### src/rtl/gb_pkg.sv
// Shared definitions for the global-buffer control blocks:
// the FSM state encoding and the batch-count width helper.
package gb_pkg;

  typedef enum logic [1:0] {
    IDLE  = 2'd0,
    RUN   = 2'd1,
    DRAIN = 2'd2,
    DONE  = 2'd3
  } state_t;

  // Bits needed to hold a count from 0 to batch_size inclusive.
  function automatic int cnt_width(input int batch_size);
    return $clog2(batch_size + 1);
  endfunction

endpackage

### src/rtl/execute2gb_fifo.sv
// Small synchronous result FIFO with a registered head word and registered
// full/empty flags. Push and pop may occur together, including when full.
module execute2gb_fifo #(
  parameter int DATA_WIDTH = 32,
  parameter int FIFO_DEPTH = 4
) (
  input  logic                  clock,
  input  logic                  reset,
  input  logic                  flush,
  input  logic                  push,
  input  logic                  pop,
  input  logic [DATA_WIDTH-1:0] din,
  output logic                  full,
  output logic                  empty,
  output logic [DATA_WIDTH-1:0] head
);
  localparam int AW = (FIFO_DEPTH > 1) ? $clog2(FIFO_DEPTH) : 1;

  logic [DATA_WIDTH-1:0] mem [FIFO_DEPTH];
  logic [AW-1:0]         rd_ptr, wr_ptr;
  logic [AW:0]           count, count_nxt;
  logic [DATA_WIDTH-1:0] head_nxt;
  logic                  do_push, do_pop;

  // A full FIFO still takes a push when the head leaves in the same cycle.
  assign do_pop  = pop && !empty;
  assign do_push = push && (!full || pop);

  // Next occupancy and next head word.
  always_comb begin
    count_nxt = count;
    head_nxt  = head;
    if (do_push && !do_pop)      count_nxt = count + (AW+1)'(1);
    else if (!do_push && do_pop) count_nxt = count - (AW+1)'(1);
    if (do_pop) begin
      if (count == (AW+1)'(1)) begin
        if (do_push) head_nxt = din;
      end else begin
        head_nxt = mem[rd_ptr + AW'(1)];
      end
    end else if (do_push && count == '0) begin
      head_nxt = din;
    end
  end

  // Storage array; contents need no reset since the pointers gate them.
  always_ff @(posedge clock) begin
    if (do_push) mem[wr_ptr] <= din;
  end

  // Pointers, occupancy, flags and head register.
  always_ff @(posedge clock or posedge reset) begin
    if (reset) begin
      rd_ptr <= '0;
      wr_ptr <= '0;
      count  <= '0;
      full   <= 1'b0;
      empty  <= 1'b1;
      head   <= '0;
    end else if (flush) begin
      rd_ptr <= '0;
      wr_ptr <= '0;
      count  <= '0;
      full   <= 1'b0;
      empty  <= 1'b1;
      head   <= '0;
    end else begin
      if (do_push) wr_ptr <= wr_ptr + AW'(1);
      if (do_pop)  rd_ptr <= rd_ptr + AW'(1);
      count <= count_nxt;
      full  <= (count_nxt == (AW+1)'(FIFO_DEPTH));
      empty <= (count_nxt == '0);
      head  <= head_nxt;
    end
  end

endmodule

### src/rtl/execute2gb_cntl.sv
// Execute-to-global-buffer writeback controller. Buffers execute results in a
// skid FIFO and writes them to sequential addresses from a programmed base.
// Optional macro EXECUTE2GB_RELU_EN clamps negative write data to zero.
module execute2gb_cntl
  import gb_pkg::*;
#(
  parameter int BATCH_SIZE = 128,
  parameter int ADDR_WIDTH = 32,
  parameter int DATA_WIDTH = 32,
  parameter int FIFO_DEPTH = 4
) (
  input  logic                             clock,
  input  logic                             reset,
  input  logic                             start,
  input  logic [ADDR_WIDTH-1:0]            base_addr,
  input  logic [$clog2(BATCH_SIZE+1)-1:0]  num_rows,
  output logic                             busy,
  output logic                             done,
  output logic                             err,
  input  logic                             ex_valid,
  output logic                             ex_ready,
  input  logic [DATA_WIDTH-1:0]            ex_data,
  input  logic                             ex_last,
  output logic                             gb_wr_en,
  output logic [ADDR_WIDTH-1:0]            gb_wr_addr,
  output logic [DATA_WIDTH-1:0]            gb_wr_data,
  input  logic                             gb_wr_ready
);
  localparam int CW = cnt_width(BATCH_SIZE);

  state_t                state, state_nxt;
  logic [CW-1:0]         rows_q, rows_in, acc_cnt, acc_nxt, wr_cnt, wr_nxt;
  logic [ADDR_WIDTH-1:0] base_q;
  logic                  fifo_full, fifo_empty, accept, wr_fire, go;
  logic [DATA_WIDTH-1:0] head;

  assign rows_in  = (num_rows > CW'(BATCH_SIZE)) ? CW'(BATCH_SIZE) : num_rows;
  assign go       = (state == IDLE) && start;
  assign ex_ready = (state == RUN) && !fifo_full && (acc_cnt < rows_q);
  assign accept   = ex_valid && ex_ready;
  assign gb_wr_en = !fifo_empty && ((state == RUN) || (state == DRAIN));
  assign wr_fire  = gb_wr_en && gb_wr_ready;
  assign acc_nxt  = acc_cnt + CW'(accept);
  assign wr_nxt   = wr_cnt + CW'(wr_fire);
  assign busy     = (state != IDLE);
  assign done     = (state == DONE);

  // Address advances only on a completed write, so it holds through stalls.
  assign gb_wr_addr = base_q + ADDR_WIDTH'(wr_cnt);

`ifdef EXECUTE2GB_RELU_EN
  assign gb_wr_data = head[DATA_WIDTH-1] ? '0 : head;
`else
  assign gb_wr_data = head;
`endif

  execute2gb_fifo #(
    .DATA_WIDTH (DATA_WIDTH),
    .FIFO_DEPTH (FIFO_DEPTH)
  ) u_fifo (
    .clock (clock),
    .reset (reset),
    .flush (1'b0),
    .push  (accept),
    .pop   (wr_fire),
    .din   (ex_data),
    .full  (fifo_full),
    .empty (fifo_empty),
    .head  (head)
  );

  // Transitions look at post-handshake counts so done lands one cycle after
  // the final write.
  always_comb begin
    state_nxt = state;
    case (state)
      IDLE:    if (start) state_nxt = (rows_in == '0) ? DONE : RUN;
      RUN:     if (acc_nxt == rows_q) state_nxt = DRAIN;
      DRAIN:   if (wr_nxt == rows_q) state_nxt = DONE;
      DONE:    state_nxt = IDLE;
      default: state_nxt = IDLE;
    endcase
  end

  // State, batch parameters, counters and sticky ex_last error.
  always_ff @(posedge clock or posedge reset) begin
    if (reset) begin
      state   <= IDLE;
      rows_q  <= '0;
      base_q  <= '0;
      acc_cnt <= '0;
      wr_cnt  <= '0;
      err     <= 1'b0;
    end else begin
      state <= state_nxt;
      if (go) begin
        rows_q  <= rows_in;
        base_q  <= base_addr;
        acc_cnt <= '0;
        wr_cnt  <= '0;
        err     <= 1'b0;
      end else begin
        acc_cnt <= acc_nxt;
        wr_cnt  <= wr_nxt;
        // ex_last must coincide exactly with the final counted result.
        if (accept && (ex_last != ((acc_cnt + CW'(1)) == rows_q))) err <= 1'b1;
      end
    end
  end

endmodule

### config.mk
export PLATFORM = sky130hd
export DESIGN_NAME = execute2gb_cntl
export DESIGN_NICKNAME = d
export VERILOG_FILES = /design/src/rtl/gb_pkg.sv /design/src/rtl/execute2gb_fifo.sv /design/src/rtl/execute2gb_cntl.sv
export SDC_FILE = /design/constraint.sdc
export NUM_CORES = 1
export LEC_CHECK = 0
export BUFFER_PORTS_ARGS = -buffer_cell sky130_fd_sc_hd__buf_2
export CAP_MARGIN = 20
export CORE_MARGIN = 2
export CORE_UTILIZATION = 60
export DETAILED_ROUTE_END_ITERATION = 7
export PLACE_DENSITY = 0.83
export SLEW_MARGIN = 40
export SYNTH_ARGS = -nofsm -noshare
export SYNTH_HDL_FRONTEND = slang
export SYNTH_SLANG_ARGS = --single-unit
### constraint.sdc
create_clock -name clock -period 9.08 [get_ports clock]
set_clock_uncertainty 0.1 [all_clocks]
set_input_delay 0.454 -clock clock [delete_from_list [all_inputs] [get_ports clock]]
set_output_delay 0.454 -clock clock [all_outputs]
set_load 0.05 [all_outputs]
After elaboration in Yosys (flattened, before gate mapping)
Memories as Yosys holds them, arrays and structs flattened.
Cells that the tools add are included.
- bits in latches: 0
- memories: 1
- logic and storage cells: 81
- output and inout bits: 69
- bits in registers: 100
- input port bits: 78
- memory bits (writable): 128
- bits in read-only memories: 0
- $lt $le $gt $ge: 2
- div/mod/pow operators: 0
- bitwise operators: 0
- reduce and logical (&&, ||, !) cells: 27
- multiply operators: 0
- shift operators: 0
- $add $sub $neg: 8
- eq/ne operators: 13
- multiplexer cells: 18
- memory list (name ; words ; bits a word ; read ports ; clocked after Yosys merged registers in ; write ports ; line ; source):
    u_fifo.mem ; 4 ; 32 ; 1 ; 0 ; 1 ; execute2gb_fifo.sv:19 ; logic [DATA_WIDTH-1:0] mem [FIFO_DEPTH];
- operators with widths (operator ; count):
    2-to-1 mux 32 bit ; 4
    adder 32 x 8 -> 32 bit ; 1
    equality test 8 bit ; 3
    2-to-1 mux 8 bit ; 3
    adder 8 x 1 -> 8 bit ; 2
    logical AND 1 bit ; 12
    adder 8 x 1 -> 8 bit (second input constant) ; 1
    > comparator 8 bit (second input constant) ; 1
    logical NOT 8 bit ; 1
    < comparator 8 bit ; 1
    2-to-1 mux 2 bit ; 4
    one-hot mux 2 bit (4 select lines) ; 1
    logical NOT 3 bit ; 2
    2-to-1 mux 3 bit ; 2
    nonzero test 2 bit ; 3
    adder 2 x 1 -> 2 bit (second input constant) ; 2
    equality test 2 bit (second input constant) ; 2
    logical NOT 1 bit ; 4
    2-to-1 mux 1 bit ; 4
    != test 2 x 1 -> 1 bit (second input constant) ; 2
    adder 3 x 1 -> 3 bit (second input constant) ; 1
    equality test 3 x 1 -> 1 bit (second input constant) ; 1
    equality test 3 bit (second input constant) ; 1
    != test 3 x 2 -> 1 bit (second input constant) ; 1
    8 further kinds ; 9

Logic depth before layout (Yosys ltp)
- word-level depth: 11
- depth in mapped cells: 16
- mapped depth without buffers: 15

By module
A second synthesis with hierarchy kept.
- cell total of the unflattened synthesis: 816
- area, all modules: 10672.7 µm²
- modules (own cells, without submodules) (module ; seq. area each (µm²) ; area each (µm²) ; instances ; cells each):
    execute2gb_fifo ; 4870.9 ; 6705.2 ; 1 ; 345
    execute2gb_cntl ; 1476.4 ; 3967.6 ; 1 ; 471

Worst setup path after synthesis
Ideal clock, no wire load.
- path type: reg-to-reg
- from: reg state[0]
- to: reg state[1]
- data required time: 8.901 ns
- stages on the path, launching flop included: 15
- setup time: 0.079 ns
- buffers on the path: 0
- data arrival time: 3.750 ns
- period minus slack after synthesis: 3.929 ns
- setup slack: 5.151 ns
- cells stage by stage: dfrtp_1 > inv_1 > ha_1 > nor2b_1 > nand2_1 > inv_1 > ha_1 > ha_1 > nand3_1 > or2_2 > xnor2_1 > o211ai_1 > nor3_1 > a2bb2oi_4 > mux2i_1
- longest elaborated chain between the ends: 8
- elaborated cells between the ends (all ways): 19
- those cells by class: 2 x add/sub; 8 x eq/ne; 1 x mux; 8 x reduce/logical
- RTL lines (element ; line ; source):
    start, declared ; execute2gb_cntl.sv:31 ; state_t state, state_nxt;
    start signal, assigned ; execute2gb_cntl.sv:95 ; state <= state_nxt;
    equality test 2 x 1 -> 1 bit / equality test 2 bit (equally long branches) ; execute2gb_cntl.sv:41 ; assign gb_wr_en = !fifo_empty && ((state == RUN) || (state == DRAIN));
    logical OR 1 bit (*) ; execute2gb_cntl.sv:41 ;
    logical AND 1 bit (*) ; execute2gb_cntl.sv:41 ;
    via gb_wr_en ; execute2gb_cntl.sv:24 ; output logic gb_wr_en,
    logical AND 1 bit (*) ; execute2gb_cntl.sv:42 ; assign wr_fire = gb_wr_en && gb_wr_ready;
    adder 8 x 1 -> 8 bit (*) ; execute2gb_cntl.sv:44 ; assign wr_nxt = wr_cnt + CW'(wr_fire);
    equality test 8 bit (*) ; execute2gb_cntl.sv:79 ; DRAIN: if (wr_nxt == rows_q) state_nxt = DONE;
    != test 2 x 1 -> 1 bit (no source line) (*) ; - ;
    AND reduction 3 bit (no source line) (*) ; - ;
Mark *: on every way through the listed nets, which the timed path passes. The rest lies on a longest branch.
A chain may end at the register's enable or synchronous reset.

Worst setup path in the final report
- from: reg wr_cnt[1]
- to: out gb_wr_addr[31]
- longest elaborated chain between the ends: 1
- RTL lines (element ; line ; source):
    start, declared ; execute2gb_cntl.sv:32 ; logic [CW-1:0] rows_q, rows_in, acc_cnt, acc_nxt, wr_cnt, wr_nxt;
    start signal, assigned ; execute2gb_cntl.sv:104 ; wr_cnt <= wr_nxt;
    adder 32 x 8 -> 32 bit ; execute2gb_cntl.sv:49 ; assign gb_wr_addr = base_q + ADDR_WIDTH'(wr_cnt);
    end, declared ; execute2gb_cntl.sv:25 ; output logic [ADDR_WIDTH-1:0] gb_wr_addr,
Every way passes these cells.

==> impl_metrics.json <==
{
  "placed_area_sq_um": 11500,
  "fin_area_sq_um": 12300,
  "finalHoldViolCount": 0,
  "clock_latency_ns": 0.51,
  "finish.utilization_pct": 71.5,
  "worst_slew_margin_rel_pct": 54.8,
  "fin_tns_setup_ns": 0,
  "cts.htree.levels": 1,
  "core_area_sq_um": 17200,
  "drt_wl_total_um": 22300,
  "power.total_mw": 3.35,
  "final.setup.worst_slack_ns": 5.38,
  "hold_start": "base_addr[7]",
  "portBuffers": 146,
  "cts_hold_buf": 1,
  "synth_cell_type_count": 55,
  "cts_sinks": 228,
  "power_density_nw_per_um2": 272,
  "worstRegToRegCells": 16,
  "postSynthAreaPerCell_sq_um": 12.9,
  "r2r_end": "state[1]",
  "synthCells": 816,
  "yosysSeqAreaShare_pct": 60.2,
  "first_iter_violations": 373,
  "grt_pass1_wl_um": 35300,
  "gp_congestion": 0.832,
  "critical_path_class": "register to output pin",
  "drcViolationCount": 0,
  "hold_depth": 3,
  "synth_fp_nets": 929,
  "cts_resized": 0,
  "cp-endpoint": "gb_wr_addr[31]",
  "cap_viol_max_count": 0,
  "grt_max_degree": 70,
  "post_cts_buffers": 0,
  "vias_per_cell": 5.69,
  "rsz0062_at_grt": "false",
  "syn2layout_area_growth_pct": 16.9,
  "die_h_um": 137,
  "rrSetupSlack_ns": 5.46,
  "cts_made_buffers": 24,
  "yosys_warnings": 0,
  "grt_pass1_vias": 6994,
  "path_clk_slew_ns": 0.06,
  "p_leak_nw": 5.19,
  "worstSetupStartpointType": "register",
  "grt_use_total_pct": 24.5,
  "ant_nets": 0,
  "required_ns": 8.53,
  "synth_ff_type": "edfxtp_1",
  "clockBufferDepth": 3,
  "num_rows": 48,
  "postSynth.asyncResetShare_pct": 43.9,
  "initial_core_util_pct": 61.1,
  "io-pin-count": 147,
  "antenna_found_initial": 5,
  "drive_above_1_share_pct": 24.5,
  "crit_fanout": 9,
  "dp_hpwl_um": 14100,
  "crit_arrival_ns": 3.15,
  "timing.rr.start": "rows_q[1]",
  "synth_edf_count": 128,
  "status": "complete, no violations",
  "synth_seq_cells": 228,
  "fmax_ghz": 0.270,
  "final-max-slew-violation-count": 0,
  "peakVddDrop_mv": 0.175,
  "tightest_slew_ns": 0.677,
  "finalNetCount": 1076,
  "pre_cts_slack_ns": 5.49,
  "die_w_um": 137,
  "period_minus_slack_ns": 3.70,
  "die_area_sq_um": 18600,
  "root_buffer": "clkbuf_16",
  "wl_per_cell_um": 18.4,
  "first_pass_iters": 5,
  "vias": 6875,
  "end_kind": "output pin",
  "setup_viol": 0,
  "post-route-period-util_pct": 40.8,
  "crit_start": "wr_cnt[1]",
  "overflow": 0,
  "hp-class": "input pin to register",
  "cts_tree": "done",
  "synthesis.area_sq_um": 10500
}
-- flip-flops by register name, summed over array words and instances, names as in the netlist --
register       cells
u_fifo.head       32
u_fifo.full        1
wr_cnt             8
u_fifo.empty       1
u_fifo.mem       128
state              2
acc_cnt            8
u_fifo.rd_ptr      2
base_q            32
rows_q             8
err                1
u_fifo.count       3
u_fifo.wr_ptr      2
-- final cells by class --
class	count	area (sq um)
flip-flops and latches	228	6350
fillers	1162	4910
multi-input cells	525	3940
repair buffers	157	820
clock buffers	36	706
well taps	225	282
clock inverters	7	119
inverters	27	104
diodes	4	10.0
-- worst max-delay path: stages (launching register included) --
cell and delay, ns:
dfrtp_1 0.44, ha_1 0.31, a21o_1 0.11, a21oi_1 0.11
o211ai_1 0.24, a21oi_1 0.16, nor2b_1 0.57, nand4_1 0.22
xnor2_1 0.19, buf_2 0.29
-- stage by stage --
stage | hold WS [ns] | instances
final | 0.0408 | 1209
after global routing | 0.0386 | 1207
after CTS | 0.0254 | 1205
after detailed placement | 0.370 | 1161
after global placement | 0.366 | 1161
after floorplan | 0.350 | 816
-- routing by layer --
| layer | GRT usage, % | wire (um) |
|---|---|---|
| met1 | 32.3 | 9220 |
| met2 | 41.1 | 11200 |
| met3 | 4.30 | 1260 |
| met4 | 8.74 | 593 |
| met5 | 0 | 12 |
-- kinds of logic (layout without fill, tap and decap cells) --
group	after synthesis	after routing	share of synthesized area [%]
adders and majority gates	36	36	4.32
muxes	68	68	10.3
other	0	4	0
xor gates and xnor gates	66	66	5.69
buffers and inverters	63	227	2.60
DFF	228	228	60.2
and+or+nand+nor	258	258	11.2
AOI/OAI and AO/OA	97	97	5.69
-- report_power, final --
group / switching, mW / internal, mW
Combinational: 0.691 / 0.363
Sequential: 0.0978 / 1.20
Clock: 0.381 / 0.621
-- cells in the mapped netlist (6+ instances only) --
library cell	n	area, sq um
dfrtp_1	99	2480
buf_2	15	75.1
nand3_1	13	65.1
o21ai_0	15	75.1
inv_1	27	101
a21o_1	7	52.6
and3_1	8	50.1
edfxtp_1	128	3840
clkbuf_1	16	60.1
a21oi_1	48	240
nor2_1	60	225
o211ai_1	6	45.0
mux2i_1	35	350
ha_1	34	425
xor2_1	14	123
mux4_2	32	721
nand2_1	118	443
and2_1	12	75.1
nand4_1	13	81.3
nand3b_1	9	67.6
xnor2_1	50	438
-- how the worst min path moves through the flow --
stage                 endpoint  slack [ns]
detailed placement   base_q[2]        0.37
floorplan            base_q[0]        0.35
finish               base_q[7]        0.04
global placement     base_q[5]        0.37
global route         base_q[7]        0.04
CTS                 base_q[14]        0.03
-- cells in the final DEF (no fill, tap or decap), types with 8 or more instances in the layout --
cell and count:
dfrtp_1 98, buf_2 146, edfxtp_1 128, mux2i_1 35
a21oi_1 48, nand3b_1 9, mux4_2 32, buf_4 9
ha_1 34, nand4_1 13, nor2_1 60, xnor2_1 50
nand3_1 13, xor2_1 14, and3_1 8, o21ai_0 15
clkbuf_16 24, and2_1 11, nand2_1 118, inv_1 26
(Power assumes the default switching activity.)
